--- config.mk ---
export PLATFORM = sky130hd
export DESIGN_NAME = instr_fetch
export DESIGN_NICKNAME = d
export VERILOG_FILES = /design/src/rtl/ifetch_pkg.sv /design/src/rtl/ack_watchdog.sv /design/src/rtl/instr_fetch.sv
export SDC_FILE = /design/constraint.sdc
export NUM_CORES = 1
export LEC_CHECK = 0
export CORE_UTILIZATION = 39
export DETAILED_ROUTE_END_ITERATION = 10
export DONT_BUFFER_PORTS = 1
export SLEW_MARGIN = 20
export SYNTH_ARGS = -nofsm -noshare
export SYNTH_HDL_FRONTEND = slang
export SYNTH_SLANG_ARGS = --single-unit
--- constraint.sdc ---
create_clock -name clock -period 3.7 [get_ports clock]
set_input_delay 0.925 -clock clock [delete_from_list [all_inputs] [get_ports clock]]
set_output_delay 0.925 -clock clock [all_outputs]
set_load 0.005 [all_outputs]
--- src/rtl/ifetch_pkg.sv ---
// Shared definitions for the instruction fetch stage: FSM encoding,
// default ack watchdog depth and the watchdog counter sizing helper.
package ifetch_pkg;

    localparam int STATE_W         = 3;
    localparam int ACK_TIMEOUT_DEF = 16;

    typedef enum logic [STATE_W-1:0] {
        ST_IDLE  = 3'd0,
        ST_REQ   = 3'd1,
        ST_HOLD  = 3'd2,
        ST_DRAIN = 3'd3,
        ST_ERR   = 3'd4
    } fetch_state_t;

    // Counter width able to hold 0..timeout; never narrower than one bit so
    // a disabled watchdog (timeout 0) still yields a legal vector.
    function automatic int wdog_cnt_w(input int timeout);
        int w;
        w = $clog2(timeout + 1);
        if (w < 1) begin
            w = 1;
        end
        return w;
    endfunction

endpackage

--- src/rtl/ack_watchdog.sv ---
// Counts consecutive cycles a memory request waits without an ack and
// flags expiry once the configured limit has been reached with no ack.
module ack_watchdog
    import ifetch_pkg::*;
#(
    parameter int ACK_TIMEOUT = ACK_TIMEOUT_DEF
) (
    input  logic clock,
    input  logic reset,
    input  logic clear,
    input  logic enable,
    input  logic ack,
    output logic expired
);

    localparam int              CNT_W   = wdog_cnt_w(ACK_TIMEOUT);
    localparam logic [CNT_W-1:0] LIMIT  = CNT_W'(ACK_TIMEOUT);
    localparam logic            WDOG_ON = (ACK_TIMEOUT > 0) ? 1'b1 : 1'b0;

    logic [CNT_W-1:0] count;

    // Waiting-cycle counter: restarts on ack or when not waiting, saturates at the limit.
    always_ff @(posedge clock) begin
        if (!reset) begin
            count <= '0;
        end else if (clear || !enable || ack) begin
            count <= '0;
        end else if (count != LIMIT) begin
            count <= count + CNT_W'(1);
        end else begin
            count <= count;
        end
    end

    // An ack arriving on the expiry cycle is a normal completion, not an error.
    assign expired = WDOG_ON & enable & ~ack & (count == LIMIT);

endmodule

--- src/rtl/instr_fetch.sv ---
// Fetch stage: samples the PC, issues a word-aligned read over a req/ack
// handshake, holds the returned word in IR until decode accepts it, pulses
// pc_inc once per delivered instruction, and supports branch flush plus an
// ack watchdog that parks the stage in an error state until reset.
module instr_fetch
    import ifetch_pkg::*;
#(
    parameter int ADDR_W      = 32,
    parameter int DATA_W      = 32,
    parameter int ACK_TIMEOUT = ACK_TIMEOUT_DEF
) (
    input  logic              clock,
    input  logic              reset,
    input  logic              fetch_en,
    input  logic              flush,
    input  logic [ADDR_W-1:0] pc,
    output logic              mem_req,
    output logic [ADDR_W-1:0] mem_addr,
    input  logic              mem_ack,
    input  logic [DATA_W-1:0] mem_rdata,
    output logic              ir_valid,
    input  logic              ir_ready,
    output logic [DATA_W-1:0] ir,
    output logic [ADDR_W-1:0] ir_pc,
    output logic              pc_inc,
    output logic              fetch_err
);

    localparam logic [ADDR_W-1:0] ALIGN_MASK = {{(ADDR_W-2){1'b1}}, 2'b00};

    fetch_state_t      state;
    logic [ADDR_W-1:0] aligned_pc;
    logic              waiting;
    logic              wdog_expired;

    // Word alignment is a pure mask; the low PC bits never reach the bus.
    assign aligned_pc = pc & ALIGN_MASK;
    assign waiting    = (state == ST_REQ) || (state == ST_DRAIN);

    ack_watchdog #(
        .ACK_TIMEOUT (ACK_TIMEOUT)
    ) u_ack_watchdog (
        .clock   (clock),
        .reset   (reset),
        .clear   (!waiting),
        .enable  (waiting),
        .ack     (mem_ack),
        .expired (wdog_expired)
    );

    // Fetch FSM with all outputs registered; reset overrides every state.
    always_ff @(posedge clock) begin
        if (!reset) begin
            state     <= ST_IDLE;
            mem_req   <= 1'b0;
            mem_addr  <= '0;
            ir_valid  <= 1'b0;
            ir        <= '0;
            ir_pc     <= '0;
            pc_inc    <= 1'b0;
            fetch_err <= 1'b0;
        end else begin
            pc_inc <= 1'b0;
            case (state)
                ST_IDLE: begin
                    if (fetch_en && !flush) begin
                        mem_req  <= 1'b1;
                        mem_addr <= aligned_pc;
                        state    <= ST_REQ;
                    end else begin
                        state    <= ST_IDLE;
                    end
                end
                ST_REQ: begin
                    // The bus request cannot be withdrawn; a flush only marks the data as unwanted.
                    if (mem_ack) begin
                        mem_req <= 1'b0;
                        if (!flush) begin
                            ir       <= mem_rdata;
                            ir_pc    <= mem_addr;
                            ir_valid <= 1'b1;
                            pc_inc   <= 1'b1;
                            state    <= ST_HOLD;
                        end else begin
                            state    <= ST_IDLE;
                        end
                    end else if (wdog_expired) begin
                        fetch_err <= 1'b1;
                        mem_req   <= 1'b0;
                        state     <= ST_ERR;
                    end else if (flush) begin
                        state <= ST_DRAIN;
                    end else begin
                        state <= ST_REQ;
                    end
                end
                ST_DRAIN: begin
                    if (mem_ack) begin
                        mem_req <= 1'b0;
                        state   <= ST_IDLE;
                    end else if (wdog_expired) begin
                        fetch_err <= 1'b1;
                        mem_req   <= 1'b0;
                        state     <= ST_ERR;
                    end else begin
                        state <= ST_DRAIN;
                    end
                end
                ST_HOLD: begin
                    if (flush || ir_ready) begin
                        ir_valid <= 1'b0;
                        state    <= ST_IDLE;
                    end else begin
                        state    <= ST_HOLD;
                    end
                end
                ST_ERR: begin
                    mem_req  <= 1'b0;
                    ir_valid <= 1'b0;
                    state    <= ST_ERR;
                end
                default: begin
                    mem_req  <= 1'b0;
                    ir_valid <= 1'b0;
                    state    <= ST_IDLE;
                end
            endcase
        end
    end

endmodule

== Word-level counts from Yosys, hierarchy flattened ==
Cells that the tools add are included.
Word-level totals
  bits in registers: 104
  bits in latches: 0
  memory bits (writable): 0
  memory bits (read-only): 0
  output and inout bits: 100
  word-level logic and storage cells: 62
  memories: 0
Cells by class
  add/subtract/negate cells: 1
  $mul: 0
  div/mod/pow operators: 0
  magnitude comparators: 0
  equal/unequal tests: 11
  shift-type cells: 0
  muxes and demuxes: 18
  bitwise operators: 7
  reduce and logical (&&, ||, !) cells: 16
Operator list (count)
  one-hot mux 3 bit (5 select lines): 1
  2-to-1 mux 3 bit: 4
  AND reduction 3 bit: 4
  2-to-1 mux 1 bit: 8
  inequality test 2 bit (second input constant): 4
  equality test 3 x 2 -> 1 bit (second input constant): 2
  2-to-1 mux 2 bit: 3
  one-hot mux 1 bit (3 select lines): 2
  OR reduction 2 bit: 3
  adder 5 x 1 -> 5 bit (second input constant): 1
  equality test 5 bit (second input constant): 1
  inequality test 5 bit (second input constant): 1
  inverter 1 bit: 5
  AND reduction 4 bit: 1
  equality test 3 x 1 -> 1 bit (second input constant): 1
  equality test 3 bit (second input constant): 1
  zero test 3 bit: 1
  logical OR 1 bit: 3
  inequality test 3 x 1 -> 1 bit (second input constant): 1
  bitwise AND 1 bit: 2
  zero test 1 bit: 2
  AND reduction 2 bit: 1
  logical AND 1 bit: 1

== Longest topological paths before layout ==
Gate-level depths: netlist (run 1).
  word-level depth: 7
  depth in mapped cells: 6
  mapped depth without buffers: 5

== Cells and area by module ==
Synthesis (run 1) repeated with hierarchy kept, for this count alone.
Second synthesis, totals
  cell total of the unflattened synthesis: 433
  area, all modules: 4207.8 µm²
By module, submodules not included
  instr_fetch: instances 1, cells each 408, area each 3961.3 µm²
  ack_watchdog: instances 1, cells each 25, area each 246.5 µm²

== Worst setup path before layout (run 1) ==
OpenSTA, ideal clock, no wires.
  kind: input port to flip-flop
  from: in reset
  to: reg mem_addr[10]
  library setup time: 0.058 ns
  arrival: 1.738 ns
  data required time: 3.642 ns
  path slack: 1.904 ns
  cell stages on the path: 4
  path through: clkbuf_1 -> buf_2 -> clkbuf_1 -> o21a_1
RTL lines
  start, declared: line instr_fetch.sv:13  | input logic reset,
  end signal, assigned: line instr_fetch.sv:68  | mem_addr <= aligned_pc;
  end, declared: line instr_fetch.sv:18  | output logic [ADDR_W-1:0] mem_addr,
No word-level cell between the ends.

== Worst setup path after layout (run 1) ==
  from: reg state[2]
  to: reg ir[10]
On the way
  longest elaborated chain between the ends: 2
Ends and longest elaborated chain
  start, declared: line instr_fetch.sv:31  | fetch_state_t state;
  start signal, assigned: line instr_fetch.sv:54  | state <= ST_IDLE;
  start signal, assigned: line instr_fetch.sv:69  | state <= ST_REQ;
  start signal, assigned: line instr_fetch.sv:71  | state <= ST_IDLE;
  equality test 3 x 1 -> 1 bit: line instr_fetch.sv:64  | case (state)
  AND reduction 3 bit (no source line)
  end signal, assigned: line instr_fetch.sv:79  | ir <= mem_rdata;
  end, declared: line instr_fetch.sv:23  | output logic [DATA_W-1:0] ir,
Every way passes these cells.
A chain may end at the register's enable or synchronous reset.

==> impl_metrics.env, run 1 <==
export IMPL_p_clk_frac=0.427
export IMPL_ys_types=38
export IMPL_synth_area_per_cell_sq_um=9.07
export IMPL_die_area_sq_um=11800
export IMPL_worstSetupEndpointType="register"
export IMPL_cts_hold_buf=0
export IMPL_stdcell_count=598
export IMPL_hold_viol=0
export IMPL_synth_flop_cell="dfxtp_1"
export IMPL_cts_root_buffer="clkbuf_16"
export IMPL_async_flop_share=0
export IMPL_postCtsSetupRepairBufs=0
export IMPL_die_w_microns=109
export IMPL_ys_seq_area_frac=0.471
export IMPL_via_per_inst=5.67
export IMPL_maxSlewViolCount=0
export IMPL_period_share=0.532
export IMPL_tightest_slew_ns=1.03
export IMPL_fill_cells=1073
export IMPL_dpl_cell_count=582
export IMPL_crit_family="simple AND/OR/NAND/NOR gates"
export IMPL_dp_hpwl_microns=6950
export IMPL_cts_buffer_depth=2
export IMPL_synth_area_leaders="dfxtp_1 (47%), a21boi_0 (13%), o21ai_0 (7.4%), nand3_1 (7.2%), o21a_1 (5.1%)"
export IMPL_grt_pass1_vias=3134
export IMPL_yosys_area_share_adder=0.00566
export IMPL_ant_nets=0
export IMPL_power_switching_mw=0.509
export IMPL_antenna_found_initial=0
export IMPL_drt_iter0_drc=330
export IMPL_startpoint_type="register"
export IMPL_post_cts_resized=0
export IMPL_syn_to_final_growth_pct=6.17
export IMPL_drt_total_wl_microns=11000
export IMPL_die_y_microns=109
export IMPL_yosys_register_bits=104
export IMPL_gp_congestion=0.754
export IMPL_ios=170
export IMPL_max_slew_margin_rel=0.312
export IMPL_wire_per_inst_microns=18.4
export IMPL_grt_usage=0.185
export IMPL_crit_slowest_cell="or2_2"
export IMPL_yosys_area_top_type="dfxtp_1"
export IMPL_worst_hold_path_type="reg2reg"
export IMPL_seqPwrFrac=0.522
export IMPL_p_comb_frac=0.051
export IMPL_htree_num_levels=3
export IMPL_drive_gt1_frac=0.0568
export IMPL_layout_min_cycle_time_ns=1.97
export IMPL_finalSetupViolations=0
export IMPL_synthTopCellsByCount="dfxtp_1 (104), a21boi_0 (77), o21ai_0 (65)"
export IMPL_path_cells="or2_2 > o21ai_0 > a21boi_0"
export IMPL_switching_share=0.227
export IMPL_n_antenna_cell=0
export IMPL_synth_edf_count=0
export IMPL_cap_violations=0
export IMPL_worstSetupPathType="reg2reg"
export IMPL_yosys_warnings=0
export IMPL_dpl_cell_area_sq_um=4400
export IMPL_synthSimpleGateAreaFrac=0.158
export IMPL_rsz0062_at_grt="no"
export IMPL_drc=0
export IMPL_synth_top_area_share=0.471
export IMPL_numPortBuffers=0
export IMPL_critPathMaxStageDelay_ns=0.87
export IMPL_p_int_mw=1.73
export IMPL_synth_area_sq_um=4420
export IMPL_grt_max_degree=99
export IMPL_leakagePower_nw=1.64
export IMPL_status="completed"
export IMPL_yosysMostFrequentCell="dfxtp_1"
export IMPL_num_rows=38
export IMPL_worstPathRequired_ns=3.96
export IMPL_clkSinkCount=104
export IMPL_synthXorXnorAreaFrac=0.00594
export IMPL_clk_pin_slew_ns=0.07
export IMPL_cp_max_fo=62
export IMPL_coreArea_sq_um=10900
export IMPL_clock_skew_ns=0.00492
export IMPL_muxShareOfSynthArea=0
export IMPL_synth_top_family_by_area="compound AO/OA/AOI/OAI gates"
export IMPL_arrival_ns=2.23
export IMPL_nNetsFinal=525
export IMPL_hold_slack_ns=0.494
export IMPL_cts_buffers=9
export IMPL_tns_ns=0
export IMPL_first_pass_iters=4
export IMPL_power_per_cell_area_nw_per_um2=478
export IMPL_start_util=0.405
export IMPL_grt_pass1_wl_microns=16600
export IMPL_num_vias=3392
export IMPL_critPathBufInv=0
export IMPL_overflow=0
export IMPL_netlist_instances=488
export IMPL_synth_compound_area_frac=0.297
export IMPL_vdd_ir_drop_max_v=0.000204
export IMPL_max_freq_ghz=0.508
export IMPL_cts_tree="yes"
export IMPL_fin_area_sq_um=4700
export IMPL_clk_latency_ns=0.35
## layout by cell type, fill, tap and decap left out, types with 2 or more instances in the layout
cell type	instances
clkinv_2	2
ha_1	2
nand4bb_1	2
and3_1	31
nor2_1	9
nand3_1	64
a21oi_1	5
conb_1	4
dfxtp_1	104
o21a_1	30
buf_4	6
clkbuf_16	9
xor2_1	2
o21ai_0	65
a21boi_1	15
nand2_1	3
nand2b_1	3
inv_1	2
a21boi_0	77
## final timing paths
path | to | slack (ns) | start | depth (start not counted)
max | ir[10] | 1.73 | state[2] | 3
min | ir[23] | 0.49 | ir[23] | 2
max reg2reg | ir[10] | 1.73 | state[2] | 3
min reg2reg | ir[23] | 0.49 | ir[23] | 2
## stage by stage
step	setup WS [ns]	power, mW	util
2_1_floorplan	1.90	1.31	-
3_3_place_gp	1.47	1.31	0.402
3_5_place_dp	1.41	1.31	0.402
4_1_cts	1.73	2.27	0.430
5_1_grt	1.52	2.34	0.430
6_report	1.73	2.24	0.430
## registers in the layout (all words and copies together) (netlist names)
register              cells
pc_inc                    1
ir_valid                  1
ir_pc                    30
mem_addr                 30
state                     3
u_ack_watchdog.count      5
mem_req                   1
ir                       32
fetch_err                 1
## power groups by stage
stage                     Clock (mW)  Sequential, mW  Combinational, mW
after floorplan                    0            1.19              0.121
after global placement             0            1.20              0.111
after detailed placement           0            1.20              0.114
after CTS                      0.989            1.17              0.114
after global routing            1.04            1.17              0.127
final                          0.959            1.17              0.114
## per-layer routing
metal	vias up	track usage	wire length [microns]
met5	-	0	0
met4	0	0.0734	178
met3	13	0.0729	984
met2	136	0.283	4930
met1	1574	0.232	4910
li1	1669	-	-
## cell families (layout without fill, tap and decap cells)
| kind of cell | count (synthesis) | in the layout |
|---|---|---|
| and+or+nand+nor | 123 | 123 |
| buffers and inverters | 57 | 24 |
| DFF | 104 | 104 |
| xor gates and xnor gates | 3 | 3 |
| adders and majority gates | 2 | 2 |
| other | 1 | 4 |
| AOI/OAI and AO/OA | 198 | 198 |
## worst min-delay path, delay by kind of cell, from the launching register on
family,cells,cell delay [ns]
DFF,1,0.32
AOI/OAI and AO/OA,2,0.13
## layout make-up
cell class	instances	area (sq um)	share of cell area
clock buffers	11	243	0.0517
inverters	2	7.51	0.00160
multi-input cells	330	2090	0.445
flip-flops and latches	104	2080	0.443
repair buffers	6	45.0	0.00959
clock inverters	5	56.3	0.0120
well taps	140	175	0.0373
Power figures use the tool's default switching activity.
==> inputs of run 2 (changes only) <==
==> constraint.sdc (replaced) <==
create_clock -name clock -period 2 [get_ports clock]
set_input_delay 0.5 -clock clock [delete_from_list [all_inputs] [get_ports clock]]
set_output_delay 0.5 -clock clock [all_outputs]
set_load 0.005 [all_outputs]
==> impl_metrics.env, run 2 (same netlist as run 1, synthesis figures left out) <==
export IMPL_clkSinkCount=104
export IMPL_worstSetupPathType="reg2reg"
export IMPL_die_w_microns=109
export IMPL_post_cts_resized=0
export IMPL_worstSetupEndpointType="register"
export IMPL_worst_hold_path_type="in2reg"
export IMPL_htree_num_levels=3
export IMPL_stdcell_count=599
export IMPL_num_vias=3383
export IMPL_drc=0
export IMPL_rsz0062_at_grt="no"
export IMPL_p_clk_frac=0.405
export IMPL_gp_congestion=0.765
export IMPL_largest_register="ir"
export IMPL_num_rows=38
export IMPL_start_util=0.405
export IMPL_cts_buffers=9
export IMPL_vdd_ir_drop_max_v=0.000552
export IMPL_maxSlewViolCount=0
export IMPL_largest_reg_flops=32
export IMPL_syn_to_final_growth_pct=6.48
export IMPL_cts_hold_buf=0
export IMPL_startpoint_type="register"
export IMPL_worstHoldStart="reset"
export IMPL_clk_latency_ns=0.35
export IMPL_hold_end="ir_valid"
export IMPL_fill_cells=1070
export IMPL_grt_pass1_vias=2998
export IMPL_power_switching_mw=0.920
export IMPL_ant_nets=0
export IMPL_drive_gt1_frac=0.0545
export IMPL_die_area_sq_um=11800
export IMPL_p_comb_frac=0.055
export IMPL_reg2reg_from="state[2]"
export IMPL_power_per_cell_area_nw_per_um2=851
export IMPL_max_slew_margin_rel=0.321
export IMPL_seqCellArea_sq_um=2080
export IMPL_cts_root_buffer="clkbuf_16"
export IMPL_r2r_setup_slack_ns=0.36
export IMPL_clock_skew_ns=0.00568
export IMPL_multi_input_area_sq_um=2090
export IMPL_grt_max_degree=99
export IMPL_clk_pin_slew_ns=0.06
export IMPL_ios=170
export IMPL_grt_pass1_wl_microns=16600
export IMPL_max_freq_ghz=0.611
export IMPL_grt_usage=0.184
export IMPL_leakagePower_nw=1.64
export IMPL_layout_min_cycle_time_ns=1.64
export IMPL_n_antenna_cell=0
export IMPL_cp_max_fo=62
export IMPL_cts_buffer_depth=2
export IMPL_whs_path_depth=2
export IMPL_dp_hpwl_microns=6760
export IMPL_drt_iter0_drc=291
export IMPL_p_int_mw=3.09
export IMPL_layout_commonest_cell="dfxtp_1"
export IMPL_mostFrequentLayoutCells="dfxtp_1 (104), a21boi_0 (77), o21ai_0 (65)"
export IMPL_arrival_ns=1.90
export IMPL_status="completed"
export IMPL_tns_ns=0
export IMPL_coreArea_sq_um=10900
export IMPL_nNetsFinal=526
export IMPL_wire_per_inst_microns=18.2
export IMPL_worstPathRequired_ns=2.26
export IMPL_numPortBuffers=0
export IMPL_dpl_cell_count=583
export IMPL_hold_slack_ns=0.293
export IMPL_via_per_inst=5.65
export IMPL_reg_largest_list="ir: 32 flops, ir_pc: 30 flops, mem_addr: 30 flops"
export IMPL_finalSetupViolations=0
export IMPL_postCtsSetupRepairBufs=0
export IMPL_first_pass_iters=4
export IMPL_tightest_slew_ns=1.02
export IMPL_switching_share=0.229
export IMPL_cap_violations=0
export IMPL_overflow=0
export IMPL_die_y_microns=109
export IMPL_r2r_end="ir[29]"
export IMPL_antenna_found_initial=0
export IMPL_hold_viol=0
export IMPL_drt_total_wl_microns=10900
export IMPL_seqPwrFrac=0.540
export IMPL_period_share=0.818
export IMPL_cts_tree="yes"
export IMPL_rr_worst_depth=3
run 2: cell count changes in the layout (fill, tap and decap cells not counted), sizes merged:
cell | previous run | this run
buf | 6 | 7
bufinv | 1 | 0
clkbuf | 11 | 13
clkinv | 3 | 2
run 2: area by class of cell:
| class | instances | area share |
|---|---|---|
| Inverter | 2 | 0.00159 |
| Sequential cell | 104 | 0.442 |
| Tap cell | 140 | 0.0372 |
| Clock buffer | 13 | 0.0531 |
| Multi-Input combinational cell | 330 | 0.443 |
| Clock inverter | 3 | 0.00372 |
| Timing Repair Buffer | 7 | 0.0191 |
run 2: worst max-delay path: stages, from the launching register on:
cell,delay (ns)
dfxtp_1,0.33
or2_2,0.77
o21ai_0,0.20
a21boi_0,0.23
run 2: worst max path at each step:
stage	startpoint	to	slack [ns]	depth (start not counted)
floorplan	reset	mem_addr[10]	0.63	4
global placement	flush	ir_pc[16]	0.23	3
detailed placement	flush	ir[4]	0.17	3
CTS	state[2]	ir[29]	0.31	3
global route	state[2]	ir_pc[17]	0.06	3
finish	state[2]	ir[29]	0.36	3
run 2: per-layer routing:
metal	track usage	up-vias	routed length, microns
met5	0	-	0
li1	-	1677	-
met1	0.245	1569	5010
met4	0.0869	0	201
met2	0.264	123	4710
met3	0.0639	14	966
run 2: power groups by stage:
stage / combinational (mW) / sequential (mW) / clock, mW
CTS: 0.221 / 2.17 / 1.67
global placement: 0.215 / 2.21 / 0
detailed placement: 0.220 / 2.21 / 0
floorplan: 0.225 / 2.19 / 0
finish: 0.219 / 2.17 / 1.62
global route: 0.242 / 2.17 / 1.76
run 2: stage by stage:
stage               area (sq um)  utilization  setup slack (ns)  total power, mW
global route                4710        0.431            0.0585             4.18
detailed placement          4440        0.406             0.170             2.43
finish                      4710        0.431             0.364             4.01
CTS                         4710        0.431             0.314             4.06
global placement            4440        0.406             0.235             2.43
floorplan                   4440            -             0.629             2.42
